===== config.mk =====
export PLATFORM = sky130hd
export DESIGN_NAME = arrow_count_ctrl
export DESIGN_NICKNAME = d
export VERILOG_FILES = /design/src/rtl/arrow_count_ctrl.sv
export SDC_FILE = /design/constraint.sdc
export NUM_CORES = 1
export LEC_CHECK = 0
export CELL_PAD_IN_SITES_DETAIL_PLACEMENT = 0
export CELL_PAD_IN_SITES_GLOBAL_PLACEMENT = 1
export CORE_AREA = 4 4 52 54
export CTS_BUF_LIST = sky130_fd_sc_hd__clkbuf_16
export CTS_CLUSTER_DIAMETER = 150
export DETAILED_ROUTE_END_ITERATION = 10
export DIE_AREA = 0 0 56 58
export PLACE_DENSITY_LB_ADDON = 0.1
export SLEW_MARGIN = 40
export SYNTH_ARGS = -nofsm -noshare
export SYNTH_HDL_FRONTEND = slang
export SYNTH_SLANG_ARGS = --single-unit

===== constraint.sdc =====
create_clock -name clock -period 2.7 [get_ports clock]
set_input_delay 0.405 -clock clock [delete_from_list [all_inputs] [get_ports clock]]
set_output_delay 0.405 -clock clock [all_outputs]
set_load 0.05 [all_outputs]

===== src/rtl/arrow_count_ctrl.sv =====
// Up/down count controller for NES A (up) / B (down) buttons: synchronised
// inputs, one step per press, hold-to-autorepeat, wrap or saturate at range ends.
module arrow_count_ctrl #(
  parameter int WIDTH        = 4,
  parameter int MAX_VAL      = 9,
  parameter int INIT_VAL     = 0,
  parameter int WRAP         = 1,
  parameter int REPEAT_DELAY = 8,
  parameter int REPEAT_RATE  = 2
) (
  input  logic             clock,
  input  logic             resetN,
  input  logic             a,
  input  logic             b,
  input  logic             tick,
  output logic [WIDTH-1:0] count,
  output logic             ud,
  output logic             step,
  output logic             atLimit,
  output logic [1:0]       dbg_state
);

  localparam int MAX_REP = (REPEAT_DELAY > REPEAT_RATE) ? REPEAT_DELAY : REPEAT_RATE;
  localparam int CW      = $clog2(MAX_REP) + 1;
  localparam logic [CW-1:0]  DLY_LAST = CW'(REPEAT_DELAY - 1);
  localparam logic [CW-1:0]  RATE_LAST = CW'(REPEAT_RATE - 1);
  localparam logic [WIDTH:0] MAX_E = (WIDTH+1)'(MAX_VAL);

  typedef enum logic [1:0] {IDLE = 2'd0, DELAY = 2'd1, REPEAT = 2'd2} state_t;

  // Handshake: none; a/b are level inputs, tick is a one-cycle enable, and
  // step is a one-cycle strobe valid in the cycle count has just changed.
  state_t           state_q;
  logic [CW-1:0]    tick_cnt_q;
  logic [WIDTH-1:0] count_q;
  logic             ud_q, step_q;
  logic             a_meta_q, a_s_q, b_meta_q, b_s_q;

  logic             dir_valid, dir_up;
  logic [CW-1:0]    tick_last;
  logic [WIDTH:0]   cnt_ext, up_val, dn_val, step_ext;
  logic [WIDTH-1:0] count_d;

  assign dir_valid = a_s_q ^ b_s_q;
  assign dir_up    = ~a_s_q & b_s_q;
  assign tick_last = (state_q == DELAY) ? DLY_LAST : RATE_LAST;

  always_comb begin
    cnt_ext = {1'b0, count_q};
    up_val  = (cnt_ext == MAX_E) ? ((WRAP != 0) ? '0 : cnt_ext) : cnt_ext + (WIDTH+1)'(1);
    dn_val  = (cnt_ext == '0) ? ((WRAP != 0) ? MAX_E : cnt_ext) : cnt_ext - (WIDTH+1)'(1);
    step_ext = dir_up ? up_val : dn_val;
    // Clamp keeps count inside the range even if it were ever loaded out of it.
    count_d = (step_ext > MAX_E) ? MAX_E[WIDTH-1:0] : step_ext[WIDTH-1:0];
  end

  always_ff @(posedge clock) begin
    if (!resetN) begin
      state_q    <= IDLE;
      tick_cnt_q <= '0;
      count_q    <= WIDTH'(INIT_VAL);
      ud_q       <= 1'b1;
      step_q     <= 1'b0;
      a_meta_q   <= 1'b1;
      a_s_q      <= 1'b1;
      b_meta_q   <= 1'b1;
      b_s_q      <= 1'b1;
    end else begin
      a_meta_q <= a;
      a_s_q    <= a_meta_q;
      b_meta_q <= b;
      b_s_q    <= b_meta_q;
      step_q   <= 1'b0;
      case (state_q)
        IDLE: begin
          tick_cnt_q <= '0;
          if (dir_valid) begin
            count_q <= count_d;
            ud_q    <= dir_up;
            step_q  <= 1'b1;
            state_q <= DELAY;
          end
        end
        DELAY, REPEAT: begin
          if (!dir_valid) begin
            state_q    <= IDLE;
            tick_cnt_q <= '0;
          end else if (dir_up != ud_q) begin
            count_q    <= count_d;
            ud_q       <= dir_up;
            step_q     <= 1'b1;
            tick_cnt_q <= '0;
            state_q    <= DELAY;
          end else if (tick) begin
            if (tick_cnt_q == tick_last) begin
              count_q    <= count_d;
              step_q     <= 1'b1;
              tick_cnt_q <= '0;
              state_q    <= REPEAT;
            end else begin
              tick_cnt_q <= tick_cnt_q + CW'(1);
            end
          end
        end
        default: begin
          state_q    <= IDLE;
          tick_cnt_q <= '0;
        end
      endcase
    end
  end

  assign count     = count_q;
  assign ud        = ud_q;
  assign step      = step_q;
  assign atLimit   = ((count_q == MAX_E[WIDTH-1:0]) && ud_q) || ((count_q == '0) && !ud_q);
  assign dbg_state = state_q;

endmodule


==> metrics.md <==
| Metric | Value |
|---|---|
| DR vias | `approximately 730` |
| Post-DP HPWL | `1.23 mm` |
| R2r worst-path depth | `6` |
| Peak supply drop | `just under 0.5 mV` |
| Worst Path Required | `2300 ps` |
| Pin slew with the least headroom to its limit | `between 400 and 500 ps` |
| DRT Wirelength | `1.63 mm` |
| Core region area | `2210 µm²` |
| Largest net degree at the start of global routing | `15` |
| Clk slew on worst S/H paths | `50 ps` |
| Final period util | `0.920` |
| Die Wd | `about 56 µm` |
| Max Cap Viol | `0` |
| M1 GR Usage | `0.136` |
| CTS Hold Buffers Added | `0` |
| Global route total overflow | `0` |
| Starting density of the core | `0.410` |
| # nets final | `approximately 120` |
| Vias/cell | `about 5.2` |
| Hold Crit Start | `b_meta_q$_SDFF_PN1_` |
| Met3 Usage GRT | `0.0223` |
| Area of the die | `3250 µm²` |
| Min-delay worst type | `reg2reg` |
| Critical path class | `reg2out` |
| Post-synthesis area per instance | `9.07 µm²` |
| Clock skew | `4.18 ps` |
| CTS tree | `built` |
| Initial antenna violation count | `0` |
| Fillcell total | `around 220` |
| Post-route cell area | `1130 µm²` |
| Antenna Nets Post-Route | `0` |
| RSZ-0062 raised after global routing | `false` |
| Clk_lat worst skew | `240 ps` |
| Fmax | `403 MHz` |
| PD cells | `703 nW/µm²` |
| Layout cells sized above 1 | `0.0991` |
| Worst setup EP type | `output pin` |
| R2R Path Start | `dbg_state[0]$_SDFFE_PN0P_` |
| Final Hold Violating Endpoints | `0` |
| Register area share after synthesis | `0.353` |
| Hold depth | `1` |
| Initial drt markers | `12` |
| CP max FO | `10` |
| Final core occ | `0.511` |
| Gate Count Post-Synth | `100` |
| Number of synthesized flops with an enable pin | `0` |
| Reg2Reg Setup Slack | `800 ps` |
| Multi-input gate area | `548 µm²` |
| Final Max Slew Viols | `0` |
| Commonest non-fill, non-tap cell in the layout | `dfxtp_1` |
| Leakage | `0.468 nW` |
| Die height | `58 µm` |
| CTS root buf | `clkbuf_16` |
| Worst Path Arrival | `2080 ps` |
| H-tree Lvls | `1` |
| First drt pass iteration count | `4` |
| Most frequent cells in the layout | `16 x dfxtp_1, 13 x clkdlybuf4s50_1, 6 x nand2b_1, 6 x nor2_1, 6 x a21oi_1` |
| Syn_nets | `110` |
| CTS Buf Count | `3` |
| GP Congestion | `0.737` |
| Num rows | `17` |
| Port Buf Inserts | `13` |
| Top FF cell, synth | `dfxtp_1` |
| Clk sinks | `16` |
| Minimum clock period | `approximately 2500 ps` |
| Yosys warns | `0` |
| P&R area growth vs syn | `24.7%` |
| Post-synth cell types | `37` |
| Routed wire length per instance | `11.7 µm` |
| Tot GR Track Use | `0.104` |
| Asr flop ratio synth | `0` |
| Crit start category | `flop` |
| DRC viols | `0` |
| Setup_tns | `0 ps` |
| Seq cells post-synth | `16` |
| Final setup fails | `0` |
| Post-CTS setup buffer count | `0` |
| Number of global-route vias before repair | `647` |
| Diode count | `0` |
| DP Area | `around 1100 µm²` |
| Met2 layer usage reported by global route | `0.169` |
| Post-CTS resize count | `0` |
| First-pass GRT wire length | `2.77 mm` |
| Worst Hold End | `b_s_q$_SDFF_PN1_` |
| Register area | `320 µm²` |
| IO Pins | `14` |
| GRT busiest layer | `met2` |
| Run status | `finished clean` |
| CTS max path bufs | `2` |
| Worst reg2reg path endpoint | `count[0]$_SDFFE_PN0P_` |
| Synthesized cell area | `907 µm²` |
| Worst slew margin | `0.670` |
[where the power goes]
group	switching [mW]	internal, mW
clock	0.0808	0.193
sequential	0.0299	0.255
combinational	0.137	0.0986
[critical path, cell delays in order, from the launching register on]
cell             delay [ps]
dfxtp_1                 390
or3_1                   410
a211oi_2                220
clkdlybuf4s50_1         820
[cells in the mapped netlist, drive strengths merged (4+ instances only)]
cell type,count,area (µm²)
dfxtp,16,320
a21oi,6,30.0
nand2b,6,37.5
nor2,6,22.5
ha,5,62.6
inv,4,15.0
nand2,4,15.0
nand3,4,20.0
o21ai,4,20.0
[cells by family (layout without fill, tap and decap cells)]
kind of cell,count (synthesis),in the layout,synth area share
AND/OR/NAND/NOR,34,34,0.212
AO/OA/AOI/OAI,27,27,0.228
flip-flops,16,16,0.353
buffers and inverters,10,21,0.0483
adder cells (fa/ha/maj),5,5,0.0690
XOR/XNOR,5,5,0.0566
multiplexers,3,3,0.0331
[sequential cells by signal, indices dropped and copies added, names as in the netlist]
register / count
count: 4
tick_cnt_q: 4
a_s_q: 1
dbg_state: 2
ud: 1
b_s_q: 1
step: 1
b_meta_q: 1
a_meta_q: 1
[metal layers]
layer	vias to the layer above	routed length, µm
met1	328	796
met2	12	747
met3	4	68
met4	0	18
li1	382	-
met5	-	0
[stage by stage]
stage / hold slack [ps] / worst slack [ps] / std cells / total power, mW
detailed placement: 392 / 472 / 136 / 0.525
floorplan: 386 / 437 / 100 / 0.465
global placement: 390 / 487 / 136 / 0.524
CTS: 403 / 212 / 139 / 0.805
global route: 426 / 183 / 139 / 0.838
finish: 400 / 216 / 139 / 0.795
[area by class of cell]
class | count | area share
multi-input combinational | 74 | 0.485
clock buffer | 3 | 0.0664
sequential | 16 | 0.283
tap | 28 | 0.0310
timing repair buffer | 14 | 0.122
inverter | 4 | 0.0133
[worst max path at each step]
| stage | from | endpoint | cells after the start |
|---|---|---|---|
| floorplan | count[0]$_SDFFE_PN0P_ | atLimit | 3 |
| global placement | count[3]$_SDFFE_PN0P_ | atLimit | 3 |
| detailed placement | count[3]$_SDFFE_PN0P_ | atLimit | 3 |
| CTS | count[3]$_SDFFE_PN0P_ | atLimit | 3 |
| global route | count[3]$_SDFFE_PN0P_ | atLimit | 3 |
| finish | count[3]$_SDFFE_PN0P_ | atLimit | 3 |
Power figures use the tool's default switching activity.
==> RTL edit 1 (same flow settings) <==
Change the parameter `REPEAT_RATE` from 2 to 1.
--- a/src/rtl/arrow_count_ctrl.sv
+++ b/src/rtl/arrow_count_ctrl.sv
@@ -6,7 +6,7 @@
   parameter int INIT_VAL     = 0,
   parameter int WRAP         = 1,
   parameter int REPEAT_DELAY = 8,
-  parameter int REPEAT_RATE  = 2
+  parameter int REPEAT_RATE  = 1
 ) (
   input  logic             clock,
   input  logic             resetN,
Behaviour: same outputs for any inputs over 10 cycles, from zero or initial values and one cycle with resetN low; that may be too few to reach the edited logic, so the function may still have changed.
==> RTL edit 1 against the original RTL <==
  * Cell area grew 0.55%
  * Global-route usage rose by 1.2 points
  * Routed wire length increased by 7.8%
  * Non-clock buffer count unchanged
  * Largest cell class unchanged
  * First-iteration DRC count increased by 33%
  * Total power increased by 6.9%
  * Highest routed layer unchanged
  * Count of clock-buffer cells in the layout is the same
  * Sequential cell count is the same
  * Critical path depth stayed put
  * Worst setup slack got worse by 0.030 ns
  * Synthesized area down 0.14%
==> RTL edit 1: results (changes against the original RTL) <==
Route
  – DR pass1 iterations: 4 (unchanged)
  – Vias: 773 (+6.5%)
  – Total Wirelength: 1760 µm (+7.8%)
  – DRT iter0 DRCs: 16 (+4)

Critical path
  – Worst R2R Setup Slack: 0.80 ns (about the same)
  – Register-to-Register Path Depth: 6 (unchanged)
  – Critical R2R Launch: a_s_q
  – Worst EP arrival: 2.11 ns (+0.03 ns)
  – Worst Setup EP: atLimit
  – Reg2Reg Capture Point: dbg_state[0]
  – Setup crit start: count[3]
  – CP peak stage delay: 0.83 ns
  – CP top delay family: buffers and inverters

Synthesis
  – Ranking of synthesized cells by area: dfxtp_1 35%, ha_1 6.9%, nand2b_1 4.8%
  – Yosys Warn Count: 0 (unchanged)
  – Synthesized Nets: 114 (+3.6%)
  – Yosys cell types: 36 (-2.7%)
  – FFs w/ async S/R, synth: 0 (unchanged)
  – Synth cell count leaders: 16 x dfxtp_1, 7 x a21oi_1, 7 x nand2b_1, 7 x nor2_1, 6 x nand3_1
  – Post-synthesis sequential area ratio: 0.354 (+0.000488)

Power
  – Leakage power: 0.000434 µW (-7.3%)
  – Sw frac: 0.335 (+0.0232)
  – VDD IR-drop max: 0.000540 V (+11%)

Clock network
  – Cts bufs inserted: 3 (unchanged)
  – Clk Latency, worst-skew pair: 0.24 ns (about the same)
  – Post-CTS sizing: 0 (unchanged)
  – Post-CTS repair timing setup buffer count: 0 (unchanged)
  – Max clock buf depth: 2 (unchanged)
  – Clock slew at reported path FFs: 0.05 ns (about the same)
  – H-tree Lvls: 1 (unchanged)
  – CTS root buf: clkbuf_16

Layout
  – Fill cells: 220 (-1.3%)
  – Layout cells sized above 1: 0.0948 (-0.00427)
  – Ant. Diodes: 0 (unchanged)
  – Nets@finish: 127 (+3.3%)

STA
  – Final Setup Violations: 0 (unchanged)
  – Worst Tran Pin Value: 0.498 ns (+0.00471 ns)
  – Worst Skew: 0.00279 ns (-0.00139 ns)

Global routing
  – Initial antenna violation count: 0 (unchanged)
  – First-pass GRT wire length: 2960 µm (+7.0%)
  – Largest net degree at the start of global routing: 14 (-1)
  – Gr usage total: 0.116 (+0.0118)
  – Vias in the first global route: 667 (+3.1%)

Worst hold path
  – Hold crit path type: reg -> reg
  – HP Start: a_meta_q

Status
  – Status: complete, no violations

Placement
  – # port buffers: 13 (unchanged)
  – DP HPWL: 1320 µm (+7.4%)
  – Final Wtd Congestion: 0.762 (+3.4%)
## RTL edit 1: cell types whose count changed after synthesis, sizes merged, moves of 2 or more
cell and change:
and3 -2, mux2i -2, nand3 +2, nor4 +2, o211a -2, o21ba +2
or3 -2
## RTL edit 1: cell families (layout without fill, tap and decap cells)
group,count (synthesis),in the layout,share of synthesized area
AOI/OAI and AO/OA,29,29,0.224
xor gates and xnor gates,6,6,0.0580
adders and majority gates,5,5,0.0691
buffers and inverters,10,22,0.0442
DFF,16,16,0.354
muxes,1,1,0.0111
and+or+nand+nor,37,37,0.240
## RTL edit 1: final cells by class
class / instances / area [µm²] / area share
clock buffer: 3 / 75.1 / 0.0660
clock inverter: 1 / 3.75 / 0.00330
inverter: 4 / 15.0 / 0.0132
multi-input combinational: 78 / 551 / 0.484
sequential: 16 / 320 / 0.282
tap: 28 / 35.0 / 0.0308
timing repair buffer: 14 / 138 / 0.121
## RTL edit 1: how the worst min path moves through the flow
stage / slack, ns / to / depth (start not counted)
3_3_place_gp: 0.39 / b_s_q / 1
3_5_place_dp: 0.40 / a_s_q / 1
4_1_cts: 0.41 / a_s_q / 1
2_1_floorplan: 0.39 / a_s_q / 1
5_1_grt: 0.43 / a_s_q / 1
6_report: 0.40 / a_s_q / 1
## RTL edit 1: metal layers
layer,share of wire,vias up,global-route usage
met2,0.42,14,0.174
met3,0.053,4,0.0401
li1,-,406,-
met1,0.51,349,0.151
met5,0,-,0
met4,0.012,0,0.0508
## RTL edit 1: power by group through the flow
stage	logic, µW	registers [µW]	clock network (µW)
floorplan	162	336	0
global placement	275	293	0
detailed placement	275	296	0
CTS	276	291	293
global route	297	296	304
finish	275	291	283
## RTL edit 1: metrics by stage
| stage | worst slack (ns) | power, µW | std cells | hold slack, ns | instance area [µm²] |
|---|---|---|---|---|---|
| global placement | 0.490 | 569 | 140 | 0.389 | 1060 |
| global route | 0.105 | 897 | 144 | 0.428 | 1140 |
| detailed placement | 0.436 | 571 | 140 | 0.397 | 1060 |
| finish | 0.186 | 850 | 144 | 0.404 | 1140 |
| floorplan | 0.437 | 498 | 104 | 0.386 | 911 |
| CTS | 0.168 | 860 | 144 | 0.408 | 1140 |
==> RTL edit 2 (config.mk and constraints unchanged) <==
Without the edit above. Put one more register stage on the output `count`, with the module's reset. The value now appears one clock later. The other outputs are not delayed to match. Comments in the files are not updated.
--- a/src/rtl/arrow_count_ctrl.sv
+++ b/src/rtl/arrow_count_ctrl.sv
@@ -110,7 +110,13 @@
     end
   end
 
-  assign count     = count_q;
+  always_ff @(posedge clock) begin
+    if (!resetN) begin
+      count <= '0;
+    end else begin
+      count <= count_q;
+    end
+  end
   assign ud        = ud_q;
   assign step      = step_q;
   assign atLimit   = ((count_q == MAX_E[WIDTH-1:0]) && ud_q) || ((count_q == '0) && !ud_q);
Function: changed (Yosys sat finds a counterexample within 4 cycles, from zero or initial values and one cycle with resetN low).
==> RTL edit 2 against the original RTL <==
  * Total power grew 0.41%
  * Sequential cell count grew 4
  * Cell area grew 9.5%
  * Synthesized area grew 13%
  * Combinational power shrank 29%
  * Register-to-register slack gained 0.02 ns
  * Worst setup slack lost 0.0046 ns
  * Clock power grew 7%
  * First-iteration DRC count is the same
  * Routed wire length grew 9.2%
  * Sequential power grew 19%
  * Largest cell class unchanged
  * Largest power group unchanged
  * Highest routed layer unchanged
==> RTL edit 2: results (changes against the original RTL) <==
Synthesis
  – Ranking of synthesized cells by area: dfxtp_1 39%, ha_1 6.1%, and2_1 3.7%
  – Synth Area in XOR/XNOR: 0.0428 (-0.0137)
  – Post-Synth Adder-Cell Area: 0.0612 (-0.00777)
  – Compound-Gate Fraction of Synth Area: 0.230 (+0.00252)
  – Mux cell area share after synthesis: 0.00979 (-0.0233)
  – Synth cell count leaders: 20 x dfxtp_1, 7 x a21oi_1
  – Yosys cell types: 40 (+8.1%)
  – Syn Inst Count: 111 (+11%)
  – Synthesized Nets: 121 (+10%)

Critical path
  – Reg2Reg Capture Point: count_q[3]
  – Worst R2R Setup Slack: 0.82 ns (+0.02 ns)
  – Setup crit start: count_q[0]
  – Critical R2R Launch: dbg_state[1]

Route
  – Vias: 779 (+7.3%)
  – Vias per cell: 5.23 (about the same)
  – Metal2 WL: 762 µm (+2.0%)
  – Total Wirelength: 1780 µm (+9.2%)
  – Met1 Wirelength: 915 µm (+15%)

STA
  – Max_slew headroom: 0.665 (-0.00543)
  – Worst Skew: 0.00156 ns (-0.00262 ns)
  – Final period utilization: 0.922 (+0.00171)
  – Hold_ws: 0.404 ns (+0.00353 ns)

Worst hold path
  – WHS Endpoint: a_s_q
  – HP Start: a_meta_q

Layout
  – Layout cells sized above 1: 0.0744 (-0.0247)
  – Fill cells: 208 (-6.7%)
  – Bufs w/o clock: 13 (-1)
  – Area Overhead vs Synth: 21.2%
  – Fraction of area in multi-input gates: 0.465 (-0.0199)
  – Clock network area share: 0.0606 (-0.00577)
  – Register area: 400 µm² (+25%)
  – Nets@finish: 133 (+8.1%)
  – Non-clk invs: 6 (+2)
  – FFs & Latches: 20 (+4)

Clock network
  – CTS root buf: clkbuf_16

Placement
  – Cell Area, Placed: 1160 µm² (+10%)
  – Placed insts: 146 (+7.4%)
  – DP HPWL: 1330 µm (+8.1%)
  – Pre-CTS setup slack: 0.458 ns (-0.0140 ns)

Power
  – Leakage power: 0.000475 µW (+1.6%)
  – VDD IR-drop max: 0.000487 V (+0.26%)

Global routing
  – Largest net degree at the start of global routing: 16 (+1)
  – First-pass GRT wire length: 3080 µm (+11%)
  – Gr usage total: 0.119 (+0.0152)
  – Met3 usage in global routing: 0.0512 (+0.0290)
  – M1 GR Usage: 0.156 (+0.0201)
  – Vias in the first global route: 702 (+8.5%)

Status
  – Status: complete, no violations
-- RTL edit 2: changes by cell type in the layout (fill, tap and decap cells not counted), moves of 2 or more --
cell and delta:
inv_1 +2, o211a_1 -2, nand2_1 +2, nor3_1 +2, a31oi_1 -2, mux2i_1 -2
and2_1 +5, dfxtp_1 +4
-- RTL edit 2: worst max path at each step --
stage,endpoint,cells after the start
CTS,atLimit,3
detailed placement,atLimit,3
global route,atLimit,3
finish,atLimit,3
floorplan,atLimit,2
global placement,atLimit,3
-- RTL edit 2: logic make-up (layout without fill, tap and decap cells) --
group                      Yosys count  in the layout
buffers and inverters               12             22
muxes                                1              1
DFF                                 20             20
adders and majority gates            5              5
xor gates and xnor gates             5              5
and+or+nand+nor                     40             40
AOI/OAI and AO/OA                   28             28
-- RTL edit 2: power by group through the flow --
stage	sequential [µW]	clock (µW)	combinational, µW
detailed placement	345	0	168
floorplan	360	0	109
CTS	339	299	168
global route	343	317	181
global placement	344	0	167
finish	340	292	167
